<file path="src/rtl/barrel_shifter_pipe.sv">
// rtl/barrel_shifter_pipe.sv - pipelined shift/rotate with valid/ready, one stage per shift bit
// Rotate mode (i_mode = 10) is built only when BARREL_SHIFTER_PIPE_ROTATE_EN is defined.
module barrel_shifter_pipe #(
    parameter int BW_DATA = 8,
    parameter int BW_TAG  = 4,
    localparam int BW_K   = $clog2(BW_DATA)
) (
    input  logic               i_clk,
    input  logic               i_rst,
    input  logic               i_valid,
    output logic               o_ready,
    input  logic [BW_DATA-1:0] i_a,
    input  logic [BW_K-1:0]    i_k,
    input  logic               i_left,
    input  logic [1:0]         i_mode,
    input  logic [BW_TAG-1:0]  i_tag,
    output logic               o_valid,
    input  logic               i_ready,
    output logic [BW_DATA-1:0] o_y,
    output logic [BW_TAG-1:0]  o_tag
);

    logic [BW_DATA-1:0] data_q [BW_K];
    logic [BW_K-1:0]    k_q    [BW_K];
    logic [1:0]         mode_q [BW_K];
    logic [BW_TAG-1:0]  tag_q  [BW_K];
    logic [BW_K-1:0]    left_q;
    logic [BW_K-1:0]    valid_q;

    logic [BW_DATA-1:0] src_d    [BW_K];
    logic [BW_DATA-1:0] nxt_d    [BW_K];
    logic [BW_K-1:0]    src_k    [BW_K];
    logic [1:0]         src_mode [BW_K];
    logic [BW_TAG-1:0]  src_tag  [BW_K];
    logic [BW_K-1:0]    src_left;
    logic [BW_K-1:0]    src_v;
    logic [BW_K-1:0]    can_load;

    // Arithmetic right relies on the data MSB still being the original sign,
    // which holds because every earlier stage either passed or sign-filled it.
    function automatic logic [BW_DATA-1:0] stage_op(
        input logic [BW_DATA-1:0] d,
        input logic               left,
        input logic [1:0]         mode,
        input int                 sh
    );
`ifdef BARREL_SHIFTER_PIPE_ROTATE_EN
        if (mode == 2'b10) begin
            if (left)
                return (d << sh) | (d >> (BW_DATA - sh));
            else
                return (d >> sh) | (d << (BW_DATA - sh));
        end
`endif
        if (left)
            return d << sh;
        else if (mode == 2'b01)
            return $signed(d) >>> sh;
        else
            return d >> sh;
    endfunction

    always_comb begin
        src_d[0]    = i_a;
        src_k[0]    = i_k;
        src_left[0] = i_left;
        src_mode[0] = i_mode;
        src_tag[0]  = i_tag;
        src_v[0]    = i_valid;
        for (int s = 1; s < BW_K; s++) begin
            src_d[s]    = data_q[s-1];
            src_k[s]    = k_q[s-1];
            src_left[s] = left_q[s-1];
            src_mode[s] = mode_q[s-1];
            src_tag[s]  = tag_q[s-1];
            src_v[s]    = valid_q[s-1];
        end
        for (int s = 0; s < BW_K; s++) begin
            nxt_d[s] = src_k[s][s] ? stage_op(src_d[s], src_left[s], src_mode[s], 1 << s)
                                   : src_d[s];
        end
        // Ready chain: a stage may load when empty or when its contents move on.
        can_load[BW_K-1] = !valid_q[BW_K-1] || i_ready;
        for (int s = BW_K - 2; s >= 0; s--) begin
            can_load[s] = !valid_q[s] || can_load[s+1];
        end
    end

    always_ff @(posedge i_clk) begin
        if (i_rst) begin
            valid_q <= '0;
        end else begin
            for (int s = 0; s < BW_K; s++) begin
                if (can_load[s])
                    valid_q[s] <= src_v[s];
            end
        end
        for (int s = 0; s < BW_K; s++) begin
            if (can_load[s] && src_v[s]) begin
                data_q[s] <= nxt_d[s];
                k_q[s]    <= src_k[s];
                left_q[s] <= src_left[s];
                mode_q[s] <= src_mode[s];
                tag_q[s]  <= src_tag[s];
            end
        end
    end

    assign o_ready = can_load[0] && !i_rst;
    assign o_valid = valid_q[BW_K-1];
    assign o_y     = data_q[BW_K-1];
    assign o_tag   = tag_q[BW_K-1];

endmodule
</file>
<file path="config.mk">
export PLATFORM = sky130hd
export DESIGN_NAME = barrel_shifter_pipe
export DESIGN_NICKNAME = d
export VERILOG_FILES = /design/src/rtl/barrel_shifter_pipe.sv
export SDC_FILE = /design/constraint.sdc
export NUM_CORES = 1
export LEC_CHECK = 0
export CAP_MARGIN = 30
export CORE_MARGIN = 1.5
export CORE_UTILIZATION = 51
export CTS_CLUSTER_DIAMETER = 40
export DETAILED_ROUTE_END_ITERATION = 8
export PLACE_DENSITY = 0.77
export SETUP_SLACK_MARGIN = 0.3
export SLEW_MARGIN = 30
export SYNTH_ARGS = -nofsm -noshare
export SYNTH_HDL_FRONTEND = slang
export SYNTH_SLANG_ARGS = --single-unit
</file>
<file path="constraint.sdc">
create_clock -name i_clk -period 1.8 [get_ports i_clk]
set_input_delay 0.18 -clock i_clk [delete_from_list [all_inputs] [get_ports i_clk]]
set_output_delay 0.18 -clock i_clk [all_outputs]
set_load 0.005 [all_outputs]
</file>
==> out/metrics.csv <==
stage,metric,value,unit
routing,via_per_inst,5.15,
min_path,min_from,tag_q[0][5]$_DFFE_PP_,
synth,synth_cells,145,
grt,grt_pass1_wl,4420,µm
setup_path,r2r_start,k_q[0][1]$_DFFE_PP_,
routing,drt_wl_total,2640,µm
grt,grt_max_degree,18,
setup_path,start_kind,register,
grt,grt_pass1_vias,1116,
synth,syn_nets,167,
sta,fmax,702,MHz
synth,synth_fa_ha_area_frac,0,
clock_network,clock_latency,0.29,ns
finish,final_cell_mix,"edfxtp_1 (45), clkdlybuf4s50_1 (34), nor2_1 (15)",
power,leakage,0.881,nW
synth,synth_area,0.00202,mm²
synth,synth_compound_area_frac,0.0723,
sta,maxSlewHeadroom,0.685,
sta,drv_slew,0,
sta,rsz0062_at_grt,false,
floorplan,die_x,66.0,µm
sta,tightestPinTransition,0.472,ns
finish,nNetsFinal,198,
clock_network,cts_buffers,5,
setup_path,crit_required,1.62,ns
clock_network,htreeDepth,2,
min_path,min_to,tag_q[0][9]$_DFFE_PP_,
synth,synth_top_family_by_area,simple AND/OR/NAND/NOR gates,
min_path,hold-path-cell-count,0,
synth,yosys.area.top_type,edfxtp_1,
synth,synthDistinctLibCells,21,
synth,yosys.area_share.simple,0.119,
sta,period_share,0.792,
grt,grt_use_total,0.137,
setup_path,crit_arrival,1.25,ns
synth,yosys-top-cells-area,"edfxtp_1 (67%), mux2i_1 (4.9%), buf_4 (3.7%)",
setup_path,worstSetupEndpointType,primary output,
sta,setup_viol_count_final,0,
routing,ant_nets,0,
clock_network,hold_buffers,0,
place,port_buffers,35,
synth,ys_warn_count,0,
synth,synthXorXnorAreaFrac,0,
clock_network,cts_tree,built,
clock_network,clk_path_buf_depth,2,
routing,dr.pass1.iters,4,
setup_path,crit_type,register to primary output,
finish,n_antenna_cell,0,
min_path,hold_path_class,register to register,
place,place.gp.congestion,0.780,
setup_path,r2r_end,data_q[0][9]$_DFFE_PP_,
floorplan,die-area,0.00436,mm²
synth,ys_ff_latch,48,
floorplan,rows,22,
sta,setup_tns,0,ns
synth,synth-seq-area-share,0.697,
power,finalPower,2.25,mW
sta,finalCriticalPeriod,1.43,ns
finish,area_growth,21.9,%
run_status,status,completed,
sta,clock_skew,0.00576,ns
finish,post-route-util,0.659,
power,peakVddDrop,0.527,mV
finish,nFillCells,285,
clock_network,postCtsSetupBuffers,0,
sta,hold_viol,0,
routing,drt_iter0_drc,19,
clock_network,cts-root-buf,clkbuf_8,
finish,layout_commonest_cell,edfxtp_1,
routing,drc,0,
clock_network,path_clk_slew,0.08,ns
floorplan,design.portCount,36,
floorplan,design.core.area,0.00374,mm²
setup_path,max_stage_delay,0.38,ns
clock_network,cts.sinks,48,
synth,yosysTopAreaCellShare,0.667,
setup_path,r2r_slack,0.56,ns
routing,num_vias,1158,
floorplan,start_util,0.541,
setup_path,ff2ff_path_depth,2,
grt,overflow,0,
grt,antenna_found_initial,0,
job,maxCapViolCount,0,
finish,layout-drive-gt1-share,0.0621,
synth,synth_area_per_cell,14.0,µm²
place,dpl.hpwl,2090,µm
setup_path,worst-path-max-fanout,4,
synth,muxShareOfSynthArea,0.0494,
routing,wl_per_cell,11.7,µm
setup_path,cp_cell_sequence,nand4b_1 -> nor2b_1 -> dlygate4sd2_1,
setup_path,slowest_stage,dfxtp_1,
power,power_density,913,mW/mm²
floorplan,die_h,66.0,µm
==> per-layer routing <==
metal | track usage | vias up | part of all wire
met5 | 0 | - | 0
met4 | 0.0765 | 0 | 0.019
met3 | 0.0307 | 6 | 0.052
met2 | 0.270 | 43 | 0.54
met1 | 0.127 | 522 | 0.38
li1 | - | 587 | -
==> worst max path at each step <==
stage | to | start
after CTS | o_ready | valid_q[2]$_SDFFE_PP0P_
after floorplan | data_q[0][0]$_DFFE_PP_ | valid_q[2]$_SDFFE_PP0P_
after global placement | o_ready | i_ready
after global routing | o_ready | valid_q[2]$_SDFFE_PP0P_
final | o_ready | valid_q[2]$_SDFFE_PP0P_
after detailed placement | o_ready | i_ready
==> layout make-up <==
| type | instances | area (µm²) | share of cell area |
|---|---|---|---|
| multi-input cells | 76 | 487 | 0.197 |
| repair buffers | 37 | 364 | 0.148 |
| clock inverters | 3 | 46.3 | 0.0188 |
| clock buffers | 5 | 68.8 | 0.0279 |
| well taps | 48 | 60.1 | 0.0243 |
| inverters | 8 | 30.0 | 0.0122 |
| flip-flops and latches | 48 | 1410 | 0.572 |
==> through the flow <==
stage / cell area (µm²) / std cells / setup WS [ns] / hold WS [ns]
finish: 2470 / 225 / 0.375 / 0.424
global route: 2470 / 225 / 0.312 / 0.424
CTS: 2470 / 225 / 0.363 / 0.425
detailed placement: 2350 / 217 / 0.161 / 0.405
global placement: 2350 / 217 / 0.189 / 0.405
floorplan: 2020 / 145 / 0.504 / 0.249
==> registers in the layout (all words and copies together), names as in the netlist <==
name / cells
left_q: 2
tag_q: 12
data_q: 24
valid_q: 3
k_q: 3
mode_q: 4
==> cell usage after synthesis, drive strengths merged <==
| cell type | count |
|---|---|
| o21ai | 3 |
| mux2i | 10 |
| nand2b | 3 |
| nor2 | 15 |
| nand4bb | 3 |
| nand3b | 4 |
| buf | 13 |
| dfxtp | 3 |
| inv | 8 |
| nand3 | 4 |
| a31oi | 5 |
| a21oi | 13 |
| a22o | 4 |
| nor2b | 3 |
| nand2 | 5 |
| and2 | 3 |
| edfxtp | 45 |
| nand4b | 1 |
==> power by group <==
group	internal, mW	switching, mW	leakage [nW]
combinational	0.103	0.0711	0.375
clock	0.418	0.336	0.0548
sequential	1.29	0.0371	0.451
total	1.81	0.444	0.881
==> logic make-up after synthesis <==
family          after synthesis
flops                        48
simple gates                 41
compound gates               25
buf+inv                      21
mux                          10
==> critical path: cells and delay by family, from the launching register on <==
family                 cells  cell delay, ns
buffers and inverters      1            0.26
AND/OR/NAND/NOR            2            0.31
flip-flops                 1            0.38
==> timing repair <==
item                                    in CTS  in global routing
hold endpoints to repair                     0                  0
endpoints found under the setup margin       1                  0
resized for setup                            1                  0
(Power assumes the default switching activity.)
